**config.mk**
```make
export PLATFORM = sky130hd
export DESIGN_NAME = dmem_ctrl
export DESIGN_NICKNAME = d
export VERILOG_FILES = /design/src/rtl/dmem_pkg.sv /design/src/rtl/dmem_lane_unit.sv /design/src/rtl/dmem_ctrl.sv
export SDC_FILE = /design/constraint.sdc
export NUM_CORES = 1
export LEC_CHECK = 0
export ABC_AREA = 1
export CELL_PAD_IN_SITES_DETAIL_PLACEMENT = 0
export CELL_PAD_IN_SITES_GLOBAL_PLACEMENT = 1
export CORE_MARGIN = 4
export CORE_UTILIZATION = 30
export CTS_CLUSTER_DIAMETER = 60
export DETAILED_ROUTE_END_ITERATION = 7
export HOLD_SLACK_MARGIN = 0.02
export PLACE_DENSITY = 0.85
export SYNTH_ARGS = -nofsm -noshare
export SYNTH_HDL_FRONTEND = slang
export SYNTH_HIERARCHICAL = 1
export SYNTH_SLANG_ARGS = --single-unit
```
**constraint.sdc**
```tcl
create_clock -name clk -period 3.4 [get_ports clk]
set_input_delay 0.51 -clock clk [delete_from_list [all_inputs] [get_ports clk]]
set_output_delay 0.51 -clock clk [all_outputs]
set_load 0.01 [all_outputs]
```
**src/rtl/dmem_pkg.sv**
```systemverilog
// dmem_pkg: shared definitions for the data-memory access sequencer.
//   - funct codes for the load set (LB/LH/LW/LBU/LHU) and store set (SB/SH/SW)
//   - sequencer state enumeration
//   - helpers classifying a request as supported and/or misaligned
package dmem_pkg;

  // Load funct codes
  localparam logic [2:0] F_LB  = 3'b000;
  localparam logic [2:0] F_LH  = 3'b001;
  localparam logic [2:0] F_LW  = 3'b010;
  localparam logic [2:0] F_LBU = 3'b100;
  localparam logic [2:0] F_LHU = 3'b101;

  // Store funct codes
  localparam logic [2:0] F_SB  = 3'b000;
  localparam logic [2:0] F_SH  = 3'b001;
  localparam logic [2:0] F_SW  = 3'b010;

  typedef enum logic [2:0] {
    StIdle,
    StRdIssue,
    StRdData,
    StWr,
    StRmwRd,
    StRmwWr,
    StErr
  } state_e;

  function automatic logic funct_supported(input logic we, input logic [2:0] funct);
    if (we) begin
      return (funct == F_SB) || (funct == F_SH) || (funct == F_SW);
    end
    return (funct == F_LB) || (funct == F_LH) || (funct == F_LW) ||
           (funct == F_LBU) || (funct == F_LHU);
  endfunction

  // funct[1:0] encodes access size for every supported code: 00 byte, 01 half, 10 word.
  function automatic logic access_misaligned(input logic [2:0] funct, input logic [1:0] addr);
    unique case (funct[1:0])
      2'b01:   return addr[0];
      2'b10:   return addr != 2'b00;
      default: return 1'b0;
    endcase
  endfunction

endpackage

```
**src/rtl/dmem_lane_unit.sv**
```systemverilog
// dmem_lane_unit: combinational byte-lane logic for the data-memory sequencer.
//   Loads : selects the byte/halfword lane of word and sign/zero-extends it (rdata_ext).
//           Unsupported load codes yield 0.
//   Stores: merges wdata into the addressed lane of word (wdata_merged); SW passes
//           wdata through; any other code returns word unchanged.
// Ports:
//   word         in  32  RAM read word
//   addr         in   2  byte offset within the word
//   funct        in   3  load or store funct code
//   wdata        in  32  right-aligned store data
//   rdata_ext    out 32  extended load result
//   wdata_merged out 32  full word to write back
module dmem_lane_unit
  import dmem_pkg::*;
(
  input  logic [31:0] word,
  input  logic [1:0]  addr,
  input  logic [2:0]  funct,
  input  logic [31:0] wdata,
  output logic [31:0] rdata_ext,
  output logic [31:0] wdata_merged
);

  logic [7:0]  w_byte;
  logic [15:0] w_half;

  always_comb begin
    unique case (addr)
      2'd0:    w_byte = word[7:0];
      2'd1:    w_byte = word[15:8];
      2'd2:    w_byte = word[23:16];
      default: w_byte = word[31:24];
    endcase
    // Halfword lane ignores addr[0]
    w_half = addr[1] ? word[31:16] : word[15:0];

    rdata_ext = '0;
    case (funct)
      F_LB:    rdata_ext = {{24{w_byte[7]}}, w_byte};
      F_LH:    rdata_ext = {{16{w_half[15]}}, w_half};
      F_LW:    rdata_ext = word;
      F_LBU:   rdata_ext = {24'd0, w_byte};
      F_LHU:   rdata_ext = {16'd0, w_half};
      default: rdata_ext = '0;
    endcase

    wdata_merged = word;
    case (funct)
      F_SB: begin
        unique case (addr)
          2'd0:    wdata_merged[7:0]   = wdata[7:0];
          2'd1:    wdata_merged[15:8]  = wdata[7:0];
          2'd2:    wdata_merged[23:16] = wdata[7:0];
          default: wdata_merged[31:24] = wdata[7:0];
        endcase
      end
      F_SH: begin
        if (addr[1]) wdata_merged[31:16] = wdata[15:0];
        else         wdata_merged[15:0]  = wdata[15:0];
      end
      F_SW:    wdata_merged = wdata;
      default: wdata_merged = word;
    endcase
  end

endmodule

```
**src/rtl/dmem_ctrl.sv**
```systemverilog
// dmem_ctrl: access sequencer between the MEM stage and a dual-port data block RAM
// with a registered (one-cycle latency) read port.
//   - one request at a time; loads take 2 cycles, SW 1 cycle, SB/SH a 2-cycle
//     read-modify-write that preserves untouched lanes
//   - rsp_valid is a one-cycle completion pulse; rsp_rdata is valid only with it
// Optional feature macro: MISALIGN_CHECK_EN
//   defined  : misaligned halfword/word and unsupported funct complete via ERR with rsp_err
//   undefined: non-lane address bits are ignored, rsp_err is tied 0, no ERR state
// Ports:
//   clk, reset                      clock, asynchronous active-high reset
//   req_valid/req_ready             request handshake (ready only in idle)
//   req_we, req_funct, req_addr, req_wdata   request fields
//   rsp_valid, rsp_rdata, rsp_err   response
//   mem_re, mem_raddr, mem_rdata    RAM read port
//   mem_we, mem_waddr, mem_wdata    RAM write port
module dmem_ctrl
  import dmem_pkg::*;
#(
  parameter int unsigned ADDR_W = 10
) (
  input  logic              clk,
  input  logic              reset,
  input  logic              req_valid,
  output logic              req_ready,
  input  logic              req_we,
  input  logic [2:0]        req_funct,
  input  logic [31:0]       req_addr,
  input  logic [31:0]       req_wdata,
  output logic              rsp_valid,
  output logic [31:0]       rsp_rdata,
  output logic              rsp_err,
  output logic              mem_re,
  output logic [ADDR_W-1:0] mem_raddr,
  input  logic [31:0]       mem_rdata,
  output logic              mem_we,
  output logic [ADDR_W-1:0] mem_waddr,
  output logic [31:0]       mem_wdata
);

  state_e            r_state;
  logic              r_we;
  logic [2:0]        r_funct;
  logic [ADDR_W+1:0] r_addr;
  logic [31:0]       r_wdata;
  logic              r_mem_re;
  logic              r_mem_we;
  logic              r_rsp_valid;

  logic [31:0]       w_rdata_ext;
  logic [31:0]       w_wdata_merged;

  // Byte address bits above the RAM range carry no information here
  logic unused_addr_hi;
  assign unused_addr_hi = ^req_addr[31:ADDR_W+2];

`ifdef MISALIGN_CHECK_EN
  logic r_rsp_err;
  logic w_req_err;
  assign w_req_err = !funct_supported(req_we, req_funct) ||
                     access_misaligned(req_funct, req_addr[1:0]);
`endif

  always_ff @(posedge clk or posedge reset) begin
    if (reset) begin
      r_state     <= StIdle;
      r_we        <= 1'b0;
      r_funct     <= '0;
      r_addr      <= '0;
      r_wdata     <= '0;
      r_mem_re    <= 1'b0;
      r_mem_we    <= 1'b0;
      r_rsp_valid <= 1'b0;
`ifdef MISALIGN_CHECK_EN
      r_rsp_err   <= 1'b0;
`endif
    end else begin
      // Strobes are single-cycle; each is raised on the edge entering its state
      r_mem_re    <= 1'b0;
      r_mem_we    <= 1'b0;
      r_rsp_valid <= 1'b0;
`ifdef MISALIGN_CHECK_EN
      r_rsp_err   <= 1'b0;
`endif
      unique case (r_state)
        StIdle: begin
          if (req_valid) begin
            r_we    <= req_we;
            r_funct <= req_funct;
            r_addr  <= req_addr[ADDR_W+1:0];
            r_wdata <= req_wdata;
`ifdef MISALIGN_CHECK_EN
            if (w_req_err) begin
              r_state     <= StErr;
              r_rsp_valid <= 1'b1;
              r_rsp_err   <= 1'b1;
            end else
`endif
            if (!req_we) begin
              r_state  <= StRdIssue;
              r_mem_re <= 1'b1;
            end else if (req_funct == F_SW || !funct_supported(1'b1, req_funct)) begin
              // Unsupported stores still complete, but never write
              r_state     <= StWr;
              r_mem_we    <= (req_funct == F_SW);
              r_rsp_valid <= 1'b1;
            end else begin
              r_state  <= StRmwRd;
              r_mem_re <= 1'b1;
            end
          end
        end
        StRdIssue: begin
          r_state     <= StRdData;
          r_rsp_valid <= 1'b1;
        end
        StRmwRd: begin
          r_state     <= StRmwWr;
          r_mem_we    <= 1'b1;
          r_rsp_valid <= 1'b1;
        end
        default: r_state <= StIdle;
      endcase
    end
  end

  dmem_lane_unit u_lane (
    .word         (mem_rdata),
    .addr         (r_addr[1:0]),
    .funct        (r_funct),
    .wdata        (r_wdata),
    .rdata_ext    (w_rdata_ext),
    .wdata_merged (w_wdata_merged)
  );

  assign req_ready = (r_state == StIdle);
  assign rsp_valid = r_rsp_valid;
  // RAM data arrives during RD_DATA/RMW_WR, so data paths are combinational from it
  assign rsp_rdata = (r_state == StRdData && !r_we) ? w_rdata_ext : '0;
  assign mem_re    = r_mem_re;
  assign mem_we    = r_mem_we;
  assign mem_raddr = r_addr[ADDR_W+1:2];
  assign mem_waddr = r_addr[ADDR_W+1:2];
  assign mem_wdata = r_mem_we ? w_wdata_merged : '0;

`ifdef MISALIGN_CHECK_EN
  assign rsp_err = r_rsp_err;
`else
  assign rsp_err = 1'b0;
`endif

endmodule
```
# Word level (Yosys, flattened, before mapping)
# Index checks and enable logic that the tools add are counted.
op_classes:
  magnitude_cmp: 0
  mul: 0
  addsub: 0
  n_eq_ne: 14
  shift: 0
  mux: 35
  reduce_logical: 15
  n_bitwise: 0
  n_div: 0
ops:
  columns: ["operator", "count"]
  rows:
  - ["32-bit case mux with 5 select lines", 1]
  - ["32-bit case mux with 3 select lines", 1]
  - ["32-bit two-way mux", 2]
  - ["16-bit two-way mux", 3]
  - ["8-bit two-way mux", 4]
  - ["8-bit case mux with 3 select lines", 1]
  - ["1-bit two-way mux", 17]
  - ["3-bit equality test, second input constant", 5]
  - ["3-bit by 1-bit equality test with 1-bit output, second input constant", 3]
  - ["3-bit by 2-bit equality test with 1-bit output, second input constant", 3]
  - ["3-bit logical NOT", 3]
  - ["3-bit two-way mux", 3]
  - ["3-bit case mux with 3 select lines", 1]
  - ["1-bit logical OR", 5]
  - ["1-bit case mux with 2 select lines", 2]
  - ["3-bit OR reduction", 1]
  - ["2-bit by 1-bit equality test with 1-bit output, second input constant", 1]
  - ["2-bit equality test, second input constant", 1]
  - ["1-bit logical NOT", 2]
  - ["2-bit logical NOT", 1]
  - ["2-bit inequality test, second input constant", 1]
  - ["2-bit AND reduction", 1]
  - ["2-bit OR reduction", 1]
  - ["1-bit logical AND", 1]
totals:
  ff_bits: 54
  romBits: 0
  mem_bits_rw: 0
  output_inout_bits: 89
  elab_cells: 72
  n_memories: 0
  inputBits: 103
  latch_bits: 0

# Logic depth before layout (Yosys ltp)
logic_depth:
  word_depth: 15
  depth_mapped: 10

# Cells and area by module
# Netlist, hierarchy kept.
by_module_without_submodules:
  columns: ["mod", "area_each_um2", "n_inst", "seq_area_each_um2", "cells_per_inst"]
  rows:
  - ["dmem_ctrl", 2829.0, 1, 1351.3, 392]
  - ["dmem_lane_unit", 2667.6, 1, 0.0, 640]

# Worst setup path after synthesis
# OpenSTA, ideal clock, no wires.
synth_timing:
  path_type: "register to output"
  from: "register r_addr[1]"
  to: "output port rsp_rdata[3]"
  slack_ps: 1549
  t_required_ps: 2890
  path_stages_with_launch: 10
  t_arrival_ps: 1341
  cell_sequence: "dfrtp_1 > buf_4 > nor2_1 > buf_2 > nand2_1 > nand3_1 > nand2_1 > nand2_1 > inv_1 > nor2_1"
synth_between:
  elab_chain_cells: 4
synth_lines:
  columns: ["element", "line_no", "rtl"]
  rows:
  - ["from (decl)", "dmem_ctrl.sv:43", "logic [ADDR_W+1:0] r_addr;"]
  - ["from (signal assigned)", "dmem_ctrl.sv:89", "r_addr <= req_addr[ADDR_W+1:0];"]
  - ["2-bit equality test (tied with other cells)", "dmem_lane_unit.sv:28", "unique case (addr)"]
  - ["8-bit case mux with 3 select lines", "dmem_lane_unit.sv:28", null]
  - ["32-bit case mux with 5 select lines *", "dmem_lane_unit.sv:38", "case (funct)"]
  - ["named net w_rdata_ext[3]", "dmem_ctrl.sv:49", "logic [31:0] w_rdata_ext;"]
  - ["32-bit two-way mux *", "dmem_ctrl.sv:138", "assign rsp_rdata = (r_state == StRdData && !r_we) ? w_rdata_ext : '0;"]
  - ["to (decl)", "dmem_ctrl.sv:30", "output logic [31:0] rsp_rdata,"]
# Mark *: on every way through the listed nets, which the timed path passes. The rest lies on a longest branch.

# Final worst setup path
layout_timing:
  from: "register r_funct[2]"
  to: "output port rsp_rdata[7]"
layout_between:
  elab_chain_cells: 3
layout_lines:
  columns: ["element", "line_no", "rtl"]
  rows:
  - ["from (decl)", "dmem_ctrl.sv:42", "logic [2:0] r_funct;"]
  - ["from (signal assigned)", "dmem_ctrl.sv:88", "r_funct <= req_funct;"]
  - ["3-bit equality test (tied with other cells)", "dmem_lane_unit.sv:38", null]
  - ["32-bit case mux with 5 select lines *", "dmem_lane_unit.sv:38", null]
  - ["named net w_rdata_ext[7]", "dmem_ctrl.sv:49", null]
  - ["32-bit two-way mux *", "dmem_ctrl.sv:138", null]
# Marks and branches as above.

==> out/metrics.cfg <==
[outcome]
status=finished, final reports clean

[clocking]
cts_tree=built
clk_pin_slew_worst_paths_ns=0.07
cts_post_setup_buffers_inserted=0
cts_buffer_depth=2
htree_levels=2
cts_resized=0
hold_buffers=0
clk_latency_ns=0.29
cts_sinks=54
cts-root-buf=clkbuf_16
cts_made_buffers=5

[layout]
drive_gt1_frac=0.0447
areaGrowthSynthToFinish_pct=35.3
fin_util=0.414
n_fill_cell=2020
num_antenna_cells=0
layout.nets=1266

[run]
max_cap_viol_count=0

[die]
rows=49
start_util=0.306
die-area_um2=20600
die_x_um=143
die_h_um=143
pin_count=192
coreArea_um2=18000

[synth]
syn_inst=1032
postSynthAreaPerCell_um2=5.33
ys_seq_area_frac=0.246
ys_ff_latch=54
synth_area_um2=5500
ys_types=26
ys_warn_count=6
syn_nets=1135

[setup_path]
critPathLaunchType=flip-flop
cp-startpoint=r_funct[2]$_DFFE_PP0P_
rrSetupSlack_ns=1.78
path_max_fanout=30
rr_endpoint=r_addr[4]$_DFFE_PP0P_
crit_type=reg2out
end_kind=output port
cp_data_arrival_time_ns=2.64
r2r-start=r_state[0]$_DFFE_PP0P_
cp.required_ns=2.89
r2r_cells=5

[power]
p_leak_uw=0.00409
power_density_nw_per_um2=793
vdd_ir_drop_max_mv=0.420

[placed_design]
place.gp.congestion=0.953
post-place-ws_ns=0.459
portBuffers=170
dp_hpwl_mm=15.4

[routing]
drt_wl_total_mm=20.4
wl_per_cell_um=14.6
first_pass_iters=5
drc_errors=0
antenna_left=0
viasPerCell=4.61
first_iter_violations=458
via_count=6424

[min_path]
worstHoldEndpoint=r_wdata[1]$_DFFE_PP0P_
hp-class=reg2reg
worstHoldStart=r_wdata[1]$_DFFE_PP0P_
whs_path_depth=2

[sta]
setup_tns_ns=0
min_period_ns=3.15
layout_setup_ws_ns=0.251
finalSetupViolations=0
rsz0062_at_grt=false
fin_skew_ns=0.00386
worstMarginPinSlew_ns=0.535
hold_viol=0
fin_crit_sh=0.926
relSlewSlack=0.642
max_clock_freq_mhz=318
finalMaxSlewViolations=0

[grt]
antenna_found_initial=0
grt_pass1_vias=6096
grt-ovfl-total=0
grt.total_usage=0.195
grt_pass1_wl_mm=32.0
grt_max_degree=66

[sequential cells by signal, summed over array words and instances, names as in the netlist]
signal     cells
mem_re         1
mem_we         1
r_we           1
r_wdata       32
rsp_valid      1
r_funct        3
r_addr        12
r_state        3
[cells in the final DEF (no fill, tap or decap)]
cell / instances
inv_2: 5
nand2_2: 3
buf_12: 3
nor3_1: 1
nand3_4: 1
dfrtp_1: 53
nand4_1: 3
nor2_4: 2
nor2_1: 136
inv_1: 191
clkdlybuf4s50_1: 170
o21bai_1: 1
o21ai_0: 39
clkinv_4: 3
nor2_2: 5
o21ai_1: 20
conb_1: 1
buf_4: 22
nand3_2: 2
nand3_1: 105
o22ai_1: 1
dfrtp_2: 1
nand3b_1: 2
o211ai_1: 5
clkbuf_16: 5
nand2_1: 379
a21oi_1: 5
[routing by layer]
metal  global-route usage  routed length [µm]
met5                    0                   0
met4               0.0565                 493
met3               0.0366                1630
met2                0.302                8610
met1                0.278                9660
[area by class of cell]
type / count / area (µm²) / share of cell area
sequential: 54 / 1350 / 0.182
inverter: 196 / 736 / 0.0989
tap: 229 / 287 / 0.0385
timing repair buffer: 195 / 1930 / 0.259
clock inverter: 3 / 26.3 / 0.00353
multi-input combinational: 711 / 2980 / 0.401
clock buffer: 5 / 125 / 0.0168
[power by group]
part           leakage (µW)  internal (µW)  switching [µW]
Sequential         0.000671            943             235
Clock             0.0000740            277             241
Combinational       0.00334           1570            2630
[synth_stat cells]
master	n	area (µm²)
clkbuf_2	1	5.00
buf_2	34	170
nand3_1	105	526
a21oi_1	5	25.0
nand2_1	379	1420
inv_2	4	15.0
nand4_1	3	18.8
dfrtp_1	54	1350
nor2_1	136	510
inv_1	192	721
clkbuf_1	8	30.0
o211ai_1	5	37.5
o22ai_1	1	6.26
o21ai_0	39	195
o21bai_1	1	7.51
buf_4	25	188
conb_1	1	3.75
buf_6	3	33.8
o21ai_1	20	100
nand3_2	2	20.0
nor2_4	2	22.5
nand3_4	1	17.5
nand3b_1	2	15.0
nor3_1	1	5.00
nor2_2	5	31.3
nand2_2	3	18.8
[kinds of logic after synthesis]
family,Yosys count,share of synthesized area
simple gates,639,0.474
flops,54,0.246
other cells,1,0.000682
compound gates,71,0.0676
buf+inv,267,0.211
[stage by stage]
step / instances / instance area [µm²] / power, µW / hold slack (ns)
after global placement: 1385 / 7280 / 5330 / 0.469
after floorplan: 1032 / 5500 / 4020 / 0.453
after detailed placement: 1385 / 7280 / 5360 / 0.475
final: 1393 / 7440 / 5900 / 0.489
after CTS: 1393 / 7440 / 5910 / 0.493
after global routing: 1393 / 7440 / 6480 / 0.509
[worst max-delay path by stage]
| stage | end |
|---|---|
| final | rsp_rdata[7] |
| after global routing | rsp_rdata[5] |
| after CTS | rsp_rdata[7] |
| after detailed placement | rsp_rdata[31] |
| after global placement | rsp_rdata[9] |
| after floorplan | rsp_rdata[3] |
[critical path: stages, from the launching register on]
cell and delay (ns):
dfrtp_1 0.47, nor2_2 0.19, nand2_2 0.24, inv_2 0.47, nand2_1 0.11, nand3_1 0.16, inv_1 0.05, nor2_1 0.10
clkdlybuf4s50_1 0.54
Note: power is estimated with default switching activity, not from simulation.
